[src/rtl/ps2_key_event_decoder.sv]
// PS/2 set-2 scan-code decoder: E0/F0/E1 prefix handling, held-key table, event FIFO.
// Latency: decode is combinational on the rx_valid cycle; the event is visible one cycle later.
// Backpressure: events queue in the FIFO; when it is full and not popped, the new event is dropped and overflow pulses.
module ps2_key_event_decoder #(
    parameter int FIFO_DEPTH      = 8,
    parameter int MAX_HELD        = 8,
    parameter int SUPPRESS_REPEAT = 1,
    parameter int DROP_FAKE_SHIFT = 1
) (
    input  logic                          clk,
    input  logic                          rst,
    input  logic [7:0]                    rx_data,
    input  logic                          rx_valid,
    input  logic                          rx_err,
    input  logic                          ev_ready,
    output logic                          ev_valid,
    output logic [15:0]                   ev_code,
    output logic                          ev_break,
    output logic [4:0]                    held_count,
    output logic [$clog2(FIFO_DEPTH):0]   fifo_level,
    output logic                          overflow
);

    localparam int AW = $clog2(FIFO_DEPTH);
    localparam logic [AW:0] FULL_LVL = (AW+1)'(FIFO_DEPTH);
    localparam bit SUPPRESS = (SUPPRESS_REPEAT != 0);
    localparam bit DROP_FAKE = (DROP_FAKE_SHIFT != 0);

    typedef enum logic [2:0] {S_IDLE, S_BRK, S_EXT, S_EXT_BRK, S_PAUSE} state_t;

    state_t       state_q, state_d;
    logic [2:0]   cnt_q, cnt_d;

    logic         dec_vld;
    logic [15:0]  dec_code;
    logic         dec_break;
    logic         dec_pause;
    logic         bat_clr;
    logic         fake_shift;

    logic         held_vld_q [MAX_HELD];
    logic [15:0]  held_code_q [MAX_HELD];
    logic [MAX_HELD-1:0] hit_oh, free_oh;
    logic         hit;
    logic [4:0]   held_sum;

    logic [16:0]  mem_q [FIFO_DEPTH];
    logic [AW-1:0] wr_ptr_q, rd_ptr_q;
    logic [AW:0]  level_q;
    logic         overflow_q;
    logic         push_req, push_acc, pop, full, repeat_drop;
    logic [16:0]  head;

    assign fake_shift = DROP_FAKE && (rx_data == 8'h12 || rx_data == 8'h59);

    // Prefix state machine: next state and the event decoded from the current byte.
    always_comb begin
        state_d   = state_q;
        cnt_d     = cnt_q;
        dec_vld   = 1'b0;
        dec_code  = 16'h0000;
        dec_break = 1'b0;
        dec_pause = 1'b0;
        bat_clr   = 1'b0;
        if (rx_valid) begin
            if (rx_err) begin
                state_d = S_IDLE;
                cnt_d   = 3'd0;
            end else begin
                case (state_q)
                    S_IDLE: begin
                        case (rx_data)
                            8'hF0: state_d = S_BRK;
                            8'hE0: state_d = S_EXT;
                            8'hE1: begin
                                state_d = S_PAUSE;
                                cnt_d   = 3'd7;
                            end
                            8'hAA: bat_clr = 1'b1;
                            8'h00, 8'hFA, 8'hFE, 8'hEE, 8'hFF: begin
                            end
                            default: begin
                                dec_vld  = 1'b1;
                                dec_code = {8'h00, rx_data};
                            end
                        endcase
                    end
                    S_BRK: begin
                        dec_vld   = 1'b1;
                        dec_code  = {8'h00, rx_data};
                        dec_break = 1'b1;
                        state_d   = S_IDLE;
                    end
                    S_EXT: begin
                        if (rx_data == 8'hF0) begin
                            state_d = S_EXT_BRK;
                        end else begin
                            dec_vld  = !fake_shift;
                            dec_code = {8'hE0, rx_data};
                            state_d  = S_IDLE;
                        end
                    end
                    S_EXT_BRK: begin
                        dec_vld   = !fake_shift;
                        dec_code  = {8'hE0, rx_data};
                        dec_break = 1'b1;
                        state_d   = S_IDLE;
                    end
                    S_PAUSE: begin
                        // The Pause sequence body is only counted, never inspected.
                        cnt_d = cnt_q - 3'd1;
                        if (cnt_q == 3'd1) begin
                            dec_vld   = 1'b1;
                            dec_code  = 16'hE177;
                            dec_pause = 1'b1;
                            state_d   = S_IDLE;
                        end
                    end
                    default: state_d = S_IDLE;
                endcase
            end
        end
    end

    // Prefix state and Pause skip counter.
    always_ff @(posedge clk or negedge rst) begin
        if (!rst) begin
            state_q <= S_IDLE;
            cnt_q   <= 3'd0;
        end else begin
            state_q <= state_d;
            cnt_q   <= cnt_d;
        end
    end

    // Held-table lookup: slot holding the decoded code, and lowest free slot.
    always_comb begin
        logic free_seen;
        hit_oh    = '0;
        free_oh   = '0;
        free_seen = 1'b0;
        for (int i = 0; i < MAX_HELD; i++) begin
            if (held_vld_q[i] && held_code_q[i] == dec_code) hit_oh[i] = 1'b1;
            if (!held_vld_q[i] && !free_seen) begin
                free_oh[i] = 1'b1;
                free_seen  = 1'b1;
            end
        end
    end

    assign hit = |hit_oh;

    // Held-table update; Pause never enters the table and has no release.
    always_ff @(posedge clk or negedge rst) begin
        if (!rst) begin
            for (int i = 0; i < MAX_HELD; i++) begin
                held_vld_q[i]  <= 1'b0;
                held_code_q[i] <= 16'h0000;
            end
        end else if (bat_clr) begin
            for (int i = 0; i < MAX_HELD; i++) held_vld_q[i] <= 1'b0;
        end else if (dec_vld && !dec_pause) begin
            for (int i = 0; i < MAX_HELD; i++) begin
                if (dec_break) begin
                    if (hit_oh[i]) held_vld_q[i] <= 1'b0;
                end else if (!hit && free_oh[i]) begin
                    held_vld_q[i]  <= 1'b1;
                    held_code_q[i] <= dec_code;
                end
            end
        end
    end

    // Number of occupied held-table slots.
    always_comb begin
        held_sum = 5'd0;
        for (int i = 0; i < MAX_HELD; i++) held_sum = held_sum + 5'(held_vld_q[i]);
    end

    assign repeat_drop = SUPPRESS && hit && !dec_break && !dec_pause;
    assign push_req    = dec_vld && !repeat_drop;
    assign full        = (level_q == FULL_LVL);
    assign pop         = ev_valid && ev_ready;
    assign push_acc    = push_req && (!full || pop);

    // FIFO pointers, occupancy and the overflow pulse.
    always_ff @(posedge clk or negedge rst) begin
        if (!rst) begin
            wr_ptr_q   <= '0;
            rd_ptr_q   <= '0;
            level_q    <= '0;
            overflow_q <= 1'b0;
        end else begin
            if (push_acc) wr_ptr_q <= wr_ptr_q + AW'(1);
            if (pop) rd_ptr_q <= rd_ptr_q + AW'(1);
            level_q    <= level_q + (AW+1)'(push_acc) - (AW+1)'(pop);
            overflow_q <= push_req && full && !pop;
        end
    end

    // FIFO storage: {break, code} per entry.
    always_ff @(posedge clk) begin
        if (push_acc) mem_q[wr_ptr_q] <= {dec_break, dec_code};
    end

    assign head       = mem_q[rd_ptr_q];
    assign ev_valid   = (level_q != '0);
    assign ev_code    = ev_valid ? head[15:0] : 16'h0000;
    assign ev_break   = ev_valid ? head[16] : 1'b0;
    assign fifo_level = level_q;
    assign held_count = held_sum;
    assign overflow   = overflow_q;

endmodule

[config.mk]
export PLATFORM = sky130hd
export DESIGN_NAME = ps2_key_event_decoder
export DESIGN_NICKNAME = d
export VERILOG_FILES = /design/src/rtl/ps2_key_event_decoder.sv
export SDC_FILE = /design/constraint.sdc
export NUM_CORES = 1
export LEC_CHECK = 0
export CAP_MARGIN = 15
export CORE_AREA = 2 2 137 139
export CTS_BUF_LIST = sky130_fd_sc_hd__clkbuf_16
export DETAILED_ROUTE_END_ITERATION = 16
export DIE_AREA = 0 0 139 141
export PLACE_DENSITY = 0.73
export SYNTH_ARGS = -nofsm -noshare
export SYNTH_HDL_FRONTEND = slang
export SYNTH_SLANG_ARGS = --single-unit
[constraint.sdc]
create_clock -name clk -period 11.7 [get_ports clk]
set_input_delay 2.34 -clock clk [delete_from_list [all_inputs] [get_ports clk]]
set_output_delay 2.34 -clock clk [all_outputs]
set_load 0.005 [all_outputs]
==> flow_summary.toml, run 1 <==
[global_route]
grtUsageTotal_pct = 29.7
grt_pass1_wl_um = 44800
grt_max_degree = 62
grt_pass1_vias = 7707
antenna_found_initial = 0
grt-ovfl-total = 0

[yosys]
synth-seq-area-share_pct = 49.6
syn_inst = 924
synth_edf_count = 88
yosys_most_used_dff = "dfrtp_1"
synth_seq_cells = 193
synth_top_area_cell = "edfxtp_1"
ys_top_cells_by_area = "edfxtp_1, dfrtp_1, mux4_2"
synth_area_per_cell_um2 = 11.5
syn_area_mm2 = 0.0106
yosys_warnings = 0
yosysUniqueCellTypes = 87
synth_top_area_share_pct = 24.9
synthArstFlopShare_pct = 54.4

[placed_design]
port-buffer-count = 35
hpwl_um = 19500
placedCellCount = 1157
pre_cts_slack_ns = 3.10
gp_congestion = 1.02

[die]
die_area_mm2 = 0.0196
fp-row-count = 50
initial_core_util_pct = 58.1
pin_count = 41
core_mm2 = 0.0183
die_h_um = 141
die_w_um = 139

[power_and_ir_drop]
powerDensity_mw_per_mm2 = 206
leakage_nw = 4.64
ir_worst_vdd_v = 0.000126
total_power_mw = 2.41

[run]
max_cap_violations = 0

[sta]
fin_setup_tns_ns = 0
rsz0062_at_grt = "false"
period_minus_slack_ns = 8.19
worst_slew_pin_slew_ns = 1.16
hold_viol_final = 0
skew_ns = 0.0117
post-route-worst-setup-slack_ns = 3.51
period_share_pct = 70.0
finalSetupViolations = 0
slew_viol_final = 0
timing.fmax_ghz = 0.122
max-slew-margin-rel_pct = 22.6

[detailed_routing]
wl_per_cell_um = 23.7
via_per_inst = 6.75
drt_iter0_markers = 840
drt.antenna.violating_nets = 0
wl_um = 28300
drcViolationCount = 0
drtPass1Iterations = 5
vias = 8039

[clocking]
postCtsSetupBuffers = 0
cts_sinks = 193
cts_buffer_depth = 2
hold_buffers = 0
htree_num_levels = 4
cts_tree = "done"
cts_buffers = 17
clk_pin_slew_ns = 0.07
insertion_delay_ns = 0.44
cts_resized = 0
root_buffer = "clkbuf_16"

[setup_path]
critical_path.startpoint = "rx_data[2]"
crit_fanout = 27
slowest_stage = "clkdlybuf4s50_1"
worst_path_largest_cell_delay_ns = 0.89
critPathKind = "primary input to flip-flop"
reg2reg_from = "cnt_q[1]$_DFFE_PN0P_"
cp.arrival_ns = 8.34
crit_chain = "clkdlybuf4s50_1 > or4_1 > a311o_1 > and3_1 > o21ai_2 > a21oi_1 > o21ai_0 > nor4_1 > or4_1 > nor2_2 > o211ai_4 > nor3_1 > buf_4"
required_ns = 11.84
cp-end-kind = "flip-flop"
start_kind = "primary input"
cp_common_cell = "or4_1"

[final_layout]
multi_input_area_mm2 = 0.00498
drive_gt1_share_pct = 14.9
stdcell_count = 1191
regArea_mm2 = 0.00527
fillers = 1449
fin_nets = 974
num_antenna_cells = 0
area_delta_synth_final_pct = 10.3

[hold_path]
worstHoldStart = "rd_ptr_q[0]$_DFFE_PN0P_"
hp-class = "flip-flop to flip-flop"

[outcome]
status = "finished, final reports clean"
## path summary, 6_finish.rpt
check / end / slack [ns] / depth (start not counted)
min: rd_ptr_q[0]$_DFFE_PN0P_ / 0.51 / 1
min reg2reg: rd_ptr_q[0]$_DFFE_PN0P_ / 0.51 / 1
max: mem_q[7][4]$_DFFE_PP_ / 3.51 / 13
min in group asynchronous: state_q[2]$_DFFE_PN0P_ / 1.88 / 1
max in group asynchronous: held_code_q[56]$_DFFE_PN0P_ / 8.63 / 2
max reg2reg: mem_q[7][4]$_DFFE_PP_ / 5.72 / 15
## critical path: cells and delay by family
family,cells,cell delay (ns)
simple gates,6,3.16
compound gates,5,1.61
buf+inv,2,1.20
## final cells by class
type,instances,area share [%]
multi-input cells,647,42.5
clock inverters,15,1.29
repair buffers,50,3.93
clock buffers,17,3.63
well taps,234,2.50
inverters,35,1.12
flip-flops and latches,193,45.0
## where the power goes
part,internal (mW),total (mW),switching (mW)
registers,0.804,0.950,0.146
clock network,0.284,0.571,0.288
logic,0.443,0.887,0.444
## sequential cells by signal (all words and copies together) (netlist names)
register and cells:
cnt_q 3, fifo_level 4, held_code_q 80, held_vld_q 8, mem_q 88, overflow 1, rd_ptr_q 3, state_q 3
wr_ptr_q 3
## synthesized netlist by cell type (20+ instances only)
library cell / number
dfrtp_1: 105
edfxtp_1: 88
nand2_1: 72
nor2_1: 55
a21oi_1: 48
o21ai_0: 38
mux2_2: 37
mux2_1: 34
inv_1: 32
clkbuf_1: 25
mux4_2: 22
nor3_1: 20
## metal layers
layer | routed length [µm] | vias up | track usage [%] | part of all wire, %
li1 | - | 3596 | - | -
met1 | 11500 | 3936 | 39.3 | 41
met2 | 13500 | 425 | 48.2 | 48
met3 | 2040 | 82 | 4.48 | 7.2
met4 | 1260 | 0 | 14.7 | 4.5
met5 | 0 | - | 0 | 0
## per-stage QoR
step / util [%] / cell area [µm²] / hold WS (ns)
2_1_floorplan: - / 10600 / 0.475
3_3_place_gp: 60.9 / 11100 / 0.492
3_5_place_dp: 60.9 / 11100 / 0.502
4_1_cts: 64.0 / 11700 / 0.517
5_1_grt: 64.1 / 11700 / 0.543
6_report: 64.1 / 11700 / 0.510
## layout by cell type, fill, tap and decap left out, types with 11 or more instances in the layout
cell             count
nor3b_1             12
nor2b_1             13
clkbuf_16           17
a311oi_1            11
o211ai_1            13
nand2_1             72
mux2_2              37
mux2i_1             16
edfxtp_1            88
ha_1                12
o32ai_1             11
a21oi_1             47
dfrtp_1            105
o22ai_1             11
nor3_1              20
or3_1               12
o21ai_0             38
buf_4               15
inv_1               33
nand3_1             15
mux4_2              22
clkdlybuf4s50_1     34
nor2_1              53
mux2_1              34
## kinds of logic (layout without fill, tap and decap cells)
family / count (synthesis) / in the layout / synth area share (%)
AOI/OAI and AO/OA: 222 / 222 / 14.8
DFF: 193 / 193 / 49.6
muxes: 109 / 109 / 13.7
buffers and inverters: 88 / 117 / 3.88
other: 1 / 5 / 0.0353
xor gates and xnor gates: 14 / 14 / 1.16
and+or+nand+nor: 280 / 280 / 14.4
adders and majority gates: 17 / 17 / 2.36
(Power assumes the default switching activity.)
==> run 2: changes to the inputs <==
==> constraint.sdc (replaced) <==
create_clock -name clk -period 8.3 [get_ports clk]
set_input_delay 1.66 -clock clk [delete_from_list [all_inputs] [get_ports clk]]
set_output_delay 1.66 -clock clk [all_outputs]
set_load 0.005 [all_outputs]
==> run 2 against run 1 <==
Clock-buffer cell count unchanged. Sequential share of layout area down 0.28 points. Die area stayed put. Final cell count increased by 0.84%. Critical path depth is 4 higher. Combinational power is 42% higher. Global-route usage rose by 0.24 points. Hold slack gained 0.0013 ns. Worst setup slack worse by 2.0 ns. Sequential cell count stayed put. Highest routed layer unchanged.
==> flow_summary.toml, run 2 (synthesized netlist as in run 1, its figures left out) <==
[clocking]
cts_resized = 0
cts_tree = "done"
cts_sinks = 193
insertion_delay_ns = 0.44
clk_pin_slew_ns = 0.07
root_buffer = "clkbuf_16"
postCtsSetupBuffers = 0
cts_buffer_depth = 2
htree_num_levels = 4
cts_buffers = 17
hold_buffers = 0

[setup_path]
required_ns = 8.62
slowest_stage = "clkdlybuf4s50_1"
critical_path.startpoint = "rx_valid"
cp-end-kind = "flip-flop"
cp_common_cell = "nor4_1"
reg2reg_from = "cnt_q[1]$_DFFE_PN0P_"
start_kind = "primary input"
crit_fanout = 24
cp.arrival_ns = 7.13
critPathTopFamily = "simple AND/OR/NAND/NOR gates"
worst_path_largest_cell_delay_ns = 0.63
crit_chain = "clkdlybuf4s50_1 > nor2b_1 > nand2_1 > a31oi_2 > buf_4 > xor2_1 > nor4_1 > o211ai_1 > nor4_1 > or4_1 > nor2_2 > o21ai_0 > o2bb2ai_1 > ha_1 > inv_1 > fa_1 > xnor2_1"
ff2ff_setup_slack_ns = 2.53
path_buf_inv = 3
critPathKind = "primary input to flip-flop"

[placed_design]
hpwl_um = 19500
dpl-instance-area_mm2 = 0.0112
gp_congestion = 1.05
port-buffer-count = 35

[detailed_routing]
wl_um = 28400
vias = 8054
wl_per_cell_um = 23.6
drcViolationCount = 0
drtPass1Iterations = 8
via_per_inst = 6.71
drt.antenna.violating_nets = 0
drt_iter0_markers = 845

[hold_path]
worstHoldStart = "held_code_q[14]$_DFFE_PN0P_"
hp-class = "flip-flop to flip-flop"

[final_layout]
multi_input_area_mm2 = 0.00498
layout_commonest_cell = "dfrtp_1"
largest_register = "mem_q"
fin_area_mm2 = 0.0118
final_cell_mix = "dfrtp_1, edfxtp_1, nand2_1"
num_antenna_cells = 0
fin_nets = 984
fillers = 1432
top_regs = "mem_q: 88 flops, held_code_q: 80 flops, held_vld_q: 8 flops"
regArea_mm2 = 0.00527
area_delta_synth_final_pct = 11.0
largest_reg_flops = 88
drive_gt1_share_pct = 15.6

[power_and_ir_drop]
powerDensity_mw_per_mm2 = 289
leakage_nw = 4.69
ir_worst_vdd_v = 0.000171

[sta]
worst_slew_pin_slew_ns = 1.07
rsz0062_at_grt = "false"
period_share_pct = 82.0
period_minus_slack_ns = 6.81
max-slew-margin-rel_pct = 28.4
finalSetupViolations = 0
fin_setup_tns_ns = 0
hold_viol_final = 0
skew_ns = 0.0119
timing.fmax_ghz = 0.147
slew_viol_final = 0

[die]
die_h_um = 141
die_w_um = 139
core_mm2 = 0.0183
pin_count = 41
initial_core_util_pct = 58.1
die_area_mm2 = 0.0196
fp-row-count = 50

[global_route]
grtUsageTotal_pct = 29.9
grt_max_degree = 70
grt_pass1_vias = 7713
antenna_found_initial = 0
grt_pass1_wl_um = 45100
grt-ovfl-total = 0

[outcome]
status = "finished, final reports clean"

[run]
max_cap_violations = 0
## run 2: final timing paths
path                       cells past startpoint                     endpoint
min                                            1  held_code_q[14]$_DFFE_PN0P_
max                                           17      fifo_level[2]$_DFF_PN0_
max in group asynchronous                      2  held_code_q[88]$_DFFE_PN0P_
max reg2reg                                   18      fifo_level[3]$_DFF_PN0_
min reg2reg                                    1  held_code_q[14]$_DFFE_PN0P_
min in group asynchronous                      1       state_q[1]$_DFFE_PN0P_
## run 2: per-layer routing
metal / vias to the layer above / global-route usage (%) / routed length [µm]
met4: 0 / 12.7 / 1150
met5: - / 0 / 0
met1: 3975 / 40.5 / 11800
met2: 399 / 48.2 / 13600
li1: 3598 / - / -
met3: 82 / 5.20 / 1890
## run 2: final cells by class
type	count	share of cell area, %
clock buffer	17	3.61
clock inverter	15	1.29
inverter	35	1.11
multi-input combinational	647	42.2
sequential	193	44.7
tap	234	2.48
timing repair buffer	60	4.54
## run 2: where the power goes
group / internal (mW) / switching, mW
registers: 1.13 / 0.204
clock network: 0.424 / 0.388
logic: 0.629 / 0.627
total: 2.19 / 1.22
## run 2: per-stage QoR
step / total power [mW] / setup slack [ns] / utilization [%] / hold WS (ns) / instances
3_3_place_gp: 2.58 / 1.14 / 61.3 / 0.492 / 1168
2_1_floorplan: 2.15 / 1.97 / - / 0.475 / 928
3_5_place_dp: 2.60 / 1.13 / 61.3 / 0.499 / 1168
4_1_cts: 3.41 / 1.58 / 64.5 / 0.516 / 1200
6_report: 3.40 / 1.49 / 64.5 / 0.511 / 1201
5_1_grt: 3.60 / 1.20 / 64.5 / 0.552 / 1201
==> run 3: changes to the inputs <==
==> constraint.sdc (replaced) <==
create_clock -name clk -period 7.1 [get_ports clk]
set_input_delay 1.42 -clock clk [delete_from_list [all_inputs] [get_ports clk]]
set_output_delay 1.42 -clock clk [all_outputs]
set_load 0.005 [all_outputs]
==> run 3 against run 2 <==
First-iteration DRC count grew 21%. Sequential power grew 17%. Die area stayed put. Global-route usage grew 1.7 points. Clock power increased by 18%. Register-to-register slack got worse by 0.62 ns. Routed wire length up 6.6%. Final cell count rose by 1.0%. Hold slack improved by 0.0020 ns. Power up 19%. Cell area is 0.89% higher. Clock-buffer cell count unchanged.
==> flow_summary.toml, run 3 (synthesized netlist as in run 1, its figures left out) <==
[outcome]
status = "finished, final reports clean"

[setup_path]
ff2ff_setup_slack_ns = 1.91
cp.arrival_ns = 6.51
path_buf_inv = 5
critPathKind = "primary input to flip-flop"
worst_path_largest_cell_delay_ns = 0.72
critPathTopFamily = "compound AO/OA/AOI/OAI gates"
cp_common_cell = "inv_1"
start_kind = "primary input"
crit_chain = "clkdlybuf4s50_1 > or4_1 > a311o_1 > a31oi_2 > or2_2 > inv_1 > a2111oi_0 > and4_1 > inv_1 > nand4_2 > nor2_2 > o21ai_0 > o2bb2ai_1 > ha_1 > inv_1 > fa_1 > inv_1"
required_ns = 7.43
slowest_stage = "clkdlybuf4s50_1"
crit_fanout = 16
cp-end-kind = "flip-flop"

[die]
fp-row-count = 50
pin_count = 41
die_area_mm2 = 0.0196
core_mm2 = 0.0183
initial_core_util_pct = 58.1
die_h_um = 141
die_w_um = 139

[global_route]
antenna_found_initial = 0
grtUsageTotal_pct = 31.6
grt_pass1_vias = 7920
grt_max_degree = 58
grt_pass1_wl_um = 47000
grt-ovfl-total = 0

[clocking]
cts_sinks = 193
htree_num_levels = 4
insertion_delay_ns = 0.44
postCtsSetupBuffers = 0
cts_tree = "done"
clk_pin_slew_ns = 0.08
root_buffer = "clkbuf_16"
cts_buffer_depth = 2
hold_buffers = 0
cts_resized = 0
cts_buffers = 17

[placed_design]
hpwl_um = 21000
port-buffer-count = 35
placedCellCount = 1180
gp_congestion = 1.01

[detailed_routing]
wl_met2_um = 14700
drcViolationCount = 0
top_layer_used = "met4"
vias = 8171
drt.antenna.violating_nets = 0
via_per_inst = 6.74
wl_met3_um = 2190
met1_length_um = 11900
wl_um = 30200
drtPass1Iterations = 5
drt_iter0_markers = 1024
wl_per_cell_um = 24.9

[final_layout]
num_antenna_cells = 0
largest_register = "mem_q"
stdcell_count = 1213
fin_nets = 996
area_delta_synth_final_pct = 12.0
top_regs = "mem_q: 88 flops, held_code_q: 80 flops, held_vld_q: 8 flops"
fillers = 1409
final_cell_mix = "dfrtp_1, edfxtp_1, nand2_1"
largest_reg_flops = 88
drive_gt1_share_pct = 16.8
layout_commonest_cell = "dfrtp_1"

[sta]
worst_slew_pin_slew_ns = 1.06
rsz0062_at_grt = "false"
slew_viol_final = 0
period_share_pct = 87.0
skew_ns = 0.0175
max-slew-margin-rel_pct = 29.5
period_minus_slack_ns = 6.18
finalSetupViolations = 0
fin_setup_tns_ns = 0
timing.fmax_ghz = 0.162
whs_ns = 0.513
hold_viol_final = 0

[power_and_ir_drop]
total_power_mw = 4.05
leakage_nw = 4.76
ir_worst_vdd_v = 0.000215
powerDensity_mw_per_mm2 = 341

[run]
max_cap_violations = 0

[hold_path]
hp-class = "flip-flop to flip-flop"
## run 3: cell count changes in the layout (fill, tap and decap cells not counted), sizes merged
| cell | previous run | this run |
|---|---|---|
| buf | 26 | 38 |
| bufinv | 1 | 0 |
| clkinv | 6 | 9 |
| clkinvlp | 3 | 0 |
| inv | 40 | 41 |
## run 3: path summary, 6_finish.rpt
path,startpoint,endpoint,cells past startpoint
setup / recovery,rx_data[6],fifo_level[1]$_DFF_PN0_,17
hold / removal,held_code_q[14]$_DFFE_PN0P_,held_code_q[14]$_DFFE_PN0P_,1
setup reg to reg,state_q[2]$_DFFE_PN0P_,fifo_level[1]$_DFF_PN0_,16
hold reg to reg,held_code_q[14]$_DFFE_PN0P_,held_code_q[14]$_DFFE_PN0P_,1
max in group asynchronous,rst,held_code_q[35]$_DFFE_PN0P_,2
min in group asynchronous,rst,held_code_q[2]$_DFFE_PN0P_,1
## run 3: layer usage
metal / up-vias / GRT usage (%)
met5: - / 0
met4: 0 / 14.6
met3: 99 / 5.30
met2: 445 / 52.3
met1: 3994 / 41.4
li1: 3633 / -
## run 3: area by class of cell
type	count	area, µm²	area share [%]
clock inverters	15	164	1.38
repair buffers	72	629	5.29
multi-input cells	647	4980	41.9
well taps	234	293	2.46
inverters	35	131	1.10
clock buffers	17	425	3.58
flip-flops and latches	193	5270	44.3
## run 3: through the flow
stage               setup slack, ns  utilization [%]  cell area, µm²
detailed placement            0.568             61.8           11300
floorplan                      1.01                -           10600
finish                        0.921             65.1           11900
global placement              0.720             61.8           11300
CTS                           0.993             65.0           11900
global route                  0.558             65.1           11900
## run 3: worst register-to-register path, stage by stage (launching register included)
cell and delay (ns):
dfrtp_1 0.60, nor3b_1 0.58, nand2_1 0.53, inv_2 0.46, nand3_1 0.13, o21ai_0 0.08
or4b_2 0.60, a211oi_1 0.23, nand4_1 0.17, nand4_2 0.27, nor2_2 0.13, o21ai_0 0.39
o2bb2ai_1 0.17, ha_1 0.18, inv_1 0.05, fa_1 0.47, inv_1 0.04
## run 3: power breakdown
part	total [mW]	switching, mW	internal, mW
clock network	0.957	0.484	0.473
logic	1.53	0.769	0.757
registers	1.57	0.245	1.32
total	4.05	1.50	2.55
